File: src/rtl/updown_counter.sv
// Up/down modulo counter with an enable prescaler, synchronous clear/load and a registered wrap pulse.
// Define UPDOWN_COUNTER_SATURATE_EN to make boundary steps hold at the bound and set the sticky sat flag.
module updown_counter #(
    parameter int unsigned WIDTH    = 8,
    parameter int unsigned MODULUS  = 256,
    parameter int unsigned PRESCALE = 1
) (
    input  logic             clk,
    input  logic             rst,
    input  logic             en,
    input  logic             up_dn,
    input  logic             clr,
    input  logic             load,
    input  logic [WIDTH-1:0] load_val,
    output logic [WIDTH-1:0] count,
    output logic             wrap,
    output logic             sat
);
    localparam int unsigned       PW       = (PRESCALE > 1) ? $clog2(PRESCALE) : 1;
    localparam logic [WIDTH:0]    CNT_MAX  = (WIDTH+1)'(MODULUS - 1);
    localparam logic [WIDTH-1:0]  CNT_TOP  = WIDTH'(MODULUS - 1);
    localparam logic [PW-1:0]     PRE_LAST = PW'(PRESCALE - 1);

    logic [PW-1:0]    presc;
    logic [WIDTH-1:0] count_q;
    logic             wrap_q;
    logic [WIDTH:0]   cnt_inc;
    logic [WIDTH:0]   cnt_dec;
    logic [WIDTH:0]   load_ext;
    logic             step;
    logic             at_top;
    logic             at_bot;

    // Boundaries come from the extra arithmetic bit: overshoot past the top, borrow below zero.
    always_comb begin
        cnt_inc  = {1'b0, count_q} + (WIDTH+1)'(1);
        cnt_dec  = {1'b0, count_q} - (WIDTH+1)'(1);
        load_ext = {1'b0, load_val};
        step     = en && (presc == PRE_LAST);
        at_top   = (cnt_inc > CNT_MAX);
        at_bot   = cnt_dec[WIDTH];
    end

`ifdef UPDOWN_COUNTER_SATURATE_EN
    logic sat_q;
`endif

    always_ff @(posedge clk or posedge rst) begin
        if (rst) begin
            count_q <= '0;
            presc   <= '0;
            wrap_q  <= 1'b0;
`ifdef UPDOWN_COUNTER_SATURATE_EN
            sat_q   <= 1'b0;
`endif
        end else if (clr) begin
            count_q <= '0;
            presc   <= '0;
            wrap_q  <= 1'b0;
`ifdef UPDOWN_COUNTER_SATURATE_EN
            sat_q   <= 1'b0;
`endif
        end else if (load) begin
            count_q <= (load_ext > CNT_MAX) ? CNT_TOP : load_val;
            presc   <= '0;
            wrap_q  <= 1'b0;
`ifdef UPDOWN_COUNTER_SATURATE_EN
            sat_q   <= 1'b0;
`endif
        end else begin
            wrap_q <= 1'b0;
            if (en) begin
                presc <= step ? '0 : presc + PW'(1);
            end
            if (step) begin
                if (up_dn ? at_top : at_bot) begin
`ifdef UPDOWN_COUNTER_SATURATE_EN
                    sat_q   <= 1'b1;
`else
                    count_q <= up_dn ? '0 : CNT_TOP;
                    wrap_q  <= 1'b1;
`endif
                end else begin
                    count_q <= up_dn ? cnt_inc[WIDTH-1:0] : cnt_dec[WIDTH-1:0];
                end
            end
        end
    end

    assign count = count_q;
    assign wrap  = wrap_q;
`ifdef UPDOWN_COUNTER_SATURATE_EN
    assign sat   = sat_q;
`else
    assign sat   = 1'b0;
`endif

endmodule

File: config.mk
export PLATFORM = sky130hd
export DESIGN_NAME = updown_counter
export DESIGN_NICKNAME = d
export VERILOG_FILES = /design/src/rtl/updown_counter.sv
export SDC_FILE = /design/constraint.sdc
export NUM_CORES = 1
export LEC_CHECK = 0
export ABC_CLOCK_PERIOD_IN_PS = 2050
export BUFFER_PORTS_ARGS = -buffer_cell sky130_fd_sc_hd__buf_2
export CELL_PAD_IN_SITES_DETAIL_PLACEMENT = 0
export CELL_PAD_IN_SITES_GLOBAL_PLACEMENT = 1
export CORE_MARGIN = 3
export CORE_UTILIZATION = 33
export DETAILED_ROUTE_END_ITERATION = 12
export MAX_ROUTING_LAYER = met4
export PLACE_DENSITY = 0.82
export SLEW_MARGIN = 20
export SYNTH_ARGS = -nofsm -noshare
export SYNTH_HDL_FRONTEND = slang
export SYNTH_SLANG_ARGS = --single-unit
export TNS_END_PERCENT = 1
File: constraint.sdc
create_clock -name clk -period 2.05 [get_ports clk]
set_input_delay 0.41 -clock clk [delete_from_list [all_inputs] [get_ports clk]]
set_output_delay 0.41 -clock clk [all_outputs]
set_load 0.01 [all_outputs]
# Word-level counts from Yosys, hierarchy flattened
# Index checks and enable logic that the tools add are counted.
# op_classes
n_addsub	3
magnitude_cmp	2
muxes	16
bitwise_logic	1
n_reduce_logical	3
# op_table
cell	count
8-bit 2-to-1 mux	7
8-bit by 1-bit adder with 9-bit output, second input constant	1
9-bit by 8-bit > comparator with 1-bit output, second input constant	1
1-bit 2-to-1 mux	9
8-bit by 1-bit subtractor with 9-bit output, second input constant	1
8-bit > comparator, second input constant	1
3-bit nonzero test	2
1-bit adder, second input constant	1
1-bit logical AND	1
1-bit inverter	1
# totals
regBits	10
input_bits	14
output_inout_bits	10

# Logic depth before layout (Yosys ltp)
# depth
depth_word	7
depth_mapped	7

# Worst setup path after synthesis
# OpenSTA, ideal clock, no wires.
# synth_path
path_type	flip-flop to flip-flop
start	reg count_q[0], in the netlist count[0]
end	reg count_q[7], in the netlist count[7]
setup_ns	0.101
arrival_ns	1.927
setup_slack_ns	0.023
stages_incl_launch_ff	8
path_cell_list	dfrtp_1 inv_1 ha_1 or3b_2 nor3_2 nor2_1 mux2_2 o32ai_1
# synth_via
elab_chain_len	7
elab_cells_between_ends	9
classes_between	2 x add/sub; 1 x order compare; 6 x mux
# synth_lines
element	line_no	text
start: declaration	25	logic [WIDTH-1:0] count_q;
start signal: assignment	64	count_q <= (load_ext > CNT_MAX) ? CNT_TOP : load_val;
start signal: assignment	80	count_q <= up_dn ? '0 : CNT_TOP;
start signal: assignment	84	count_q <= up_dn ? cnt_inc[WIDTH-1:0] : cnt_dec[WIDTH-1:0];
8-bit by 1-bit adder with 9-bit output	36	cnt_inc = {1'b0, count_q} + (WIDTH+1)'(1);
9-bit by 8-bit > comparator with 1-bit output	40	at_top = (cnt_inc > CNT_MAX);
1-bit 2-to-1 mux	76	if (up_dn ? at_top : at_bot) begin
8-bit 2-to-1 mux *	76	
8-bit 2-to-1 mux *	75	if (step) begin
8-bit 2-to-1 mux *	63	end else if (load) begin
8-bit 2-to-1 mux *	56	end else if (clr) begin
# Every way passes the cells marked *; elsewhere a longest branch is shown, timed or not. The select of a mux whose other input is x is not followed.
# A chain may end at the register's enable or synchronous reset.

# Worst setup path in the final report
# Same ends and word-level chain as after synthesis.

==> flow_summary.json <==
{
  "status": "finished, final reports clean",
  "synth_edf_count": 0,
  "synthMuxAreaShare_pct": 2.45,
  "ir_drop_uv": 301,
  "cts.clk_slew.worst_paths_ns": 0.07,
  "hold_class": "input port to async pin",
  "grt_pass1_vias": 918,
  "cts_buffer_depth": 2,
  "yosys.area_share.adder_pct": 4.33,
  "cp-start-kind": "flip-flop",
  "netlist_instances": 109,
  "path_max_fanout": 8,
  "drive_above_1_share_pct": 33.6,
  "r2r_start": "count[0]",
  "synth_top_area_cell": "dfrtp_1",
  "ys_warn_count": 0,
  "cts_made_buffers": 3,
  "power_density_nw_per_um2": 559,
  "p_leak_nw": 0.509,
  "crit_required_ns": 2.22,
  "grt_use_total_pct": 14.6,
  "post_cts_buffers": 0,
  "hpwl_mm": 1.76,
  "cp.depth": 5,
  "synth_top_area_share_pct": 28.9,
  "rr_worst_depth": 5,
  "final_common_cell": "buf_2",
  "final_cell_mix": "22 x buf_2, 15 x nand2_1, 13 x nor2_1, 11 x buf_4, 10 x dfrtp_1",
  "max_cap_viol_count": 0,
  "netlist-cell-type-count": 42,
  "setup_violations": 0,
  "slowest_stage": "or4_1",
  "period_needed_ns": 1.93,
  "synth_top_family_by_area": "simple AND/OR/NAND/NOR gates",
  "area_growth_pct": 26.1,
  "grt.overflow.total": 0,
  "ys_seq_elements": 10,
  "fmax_ghz": 0.519,
  "synth-seq-area-share_pct": 28.9,
  "crit_family": "simple AND/OR/NAND/NOR gates",
  "setup_tns_ns": 0,
  "drcViolationCount": 0,
  "slew_viol_final": 0,
  "num_vias": 929,
  "path_class": "flip-flop to flip-flop",
  "place.gp.congestion": 0.910,
  "cts.sinks": 10,
  "synth-xor-area-share_pct": 6.06,
  "grt_first_pass_wirelength_mm": 3.78,
  "worst-path-buf-inv": 1,
  "fp-row-count": 17,
  "drtIter0Drc": 27,
  "antenna_found_initial": 0,
  "die-area_sq_um": 3280,
  "nNetsFinal": 155,
  "rsz0062_at_grt": "false",
  "synthTopCellsByArea": "dfrtp_1 29%, o32ai_1 8.1%, nand2_1 6.5%",
  "synth_compound_area_share_pct": 21.4,
  "die_w_microns": 57.3,
  "syn_area_sq_um": 867,
  "crit-reg2reg-capture": "count[7]",
  "io_buffers": 22,
  "ioPinCount": 24,
  "end_kind": "flip-flop",
  "cts_resized": 0,
  "period_share_pct": 94.0,
  "start_util_pct": 37.1,
  "hold_viol_final": 0,
  "routed_wl_mm": 2.29,
  "coreArea_sq_um": 2340,
  "synthArstFlopShare_pct": 100,
  "synthSimpleGateAreaFrac_pct": 29.4,
  "r2r_slack_ns": 0.12,
  "slowest_delay_ns": 0.56,
  "cts_tree": "built",
  "arrival_ns": 2.10,
  "antenna_cells": 0,
  "postCtsHoldBufs": 0,
  "worstSkewPairLatency_ns": 0.27,
  "synth_nets": 126,
  "root_buffer": "clkbuf_4",
  "htree_num_levels": 1,
  "viasPerCell": 5.63,
  "die_y_microns": 57.3,
  "grt_max_degree": 19,
  "avgSynthCellArea_sq_um": 7.95,
  "synthFlopType": "dfrtp_1",
  "crit_path_start": "count[0]",
  "crit_path_frequent_cell": "o32ai_1",
  "crit_chain": "buf_4 > or4_1 > o32ai_1 > mux2_2 > o32ai_1",
  "post_drt_wl_per_cell_microns": 13.9,
  "ant_nets": 0,
  "firstDrtPassIters": 4,
  "clock_skew_ns": 0.00349,
  "p_total_w": 0.000611
}
-- through the flow --
step	util, %	area (sq um)	setup WS (ns)	hold slack, ns	cells
floorplan	-	867	0.0226	0.250	109
global placement	44.8	1050	0.152	0.406	161
detailed placement	44.8	1050	0.117	0.408	161
CTS	46.4	1080	0.106	0.118	165
global route	46.7	1090	0.0216	0.132	165
finish	46.7	1090	0.122	0.102	165
-- worst max-delay path by stage --
stage          slack, ns       end
3_5_place_dp        0.12  count[7]
4_1_cts             0.11  count[7]
6_report            0.12  count[7]
2_1_floorplan       0.02  count[7]
3_3_place_gp        0.15  count[7]
5_1_grt             0.02  count[0]
-- where the power goes --
group	leakage, nW	total [W]	switching, W	internal (W)
clock	0.0210	0.000182	0.0000743	0.000108
sequential	0.133	0.000222	0.0000123	0.000210
combinational	0.355	0.000207	0.000114	0.0000932
-- per-layer routing --
metal / track usage (%) / wire length (microns) / vias up
met5: - / 0 / -
met1: 17.9 / 992 / 430
met4: 6.62 / 27 / 0
met2: 23.3 / 1080 / 46
li1: - / - / 448
met3: 2.49 / 190 / 5
-- layout make-up --
cell class / count / area (sq um)
clock buffer: 4 / 36.3
sequential: 10 / 250
timing repair buffer: 33 / 193
multi-input combinational: 86 / 564
inverter: 4 / 15.0
fill: 259 / 1250
tap: 28 / 35.0
-- synth_stat cells (all sizes together), types with 2 or more instances --
cell type,count
o31ai,2
ha,3
buf,4
o21ai,3
inv,4
or4,3
nor2,13
nand2,15
nand3,2
and2,2
nand4,2
clkbuf,5
xor2,4
dfrtp,10
nor3,4
o32ai,9
xnor2,2
a21oi,8
-- state kept, by name (all words and copies together), names as in the netlist --
| signal | flops |
|---|---|
| count | 8 |
| presc | 1 |
| wrap | 1 |
-- kinds of logic after synthesis --
logic type,after synthesis
flip-flops,10
other,1
multiplexers,2
XOR/XNOR,6
buffers and inverters,13
AO/OA/AOI/OAI,25
AND/OR/NAND/NOR,49
adder cells (fa/ha/maj),3
No activity file was read; power rests on OpenSTA's default activity.
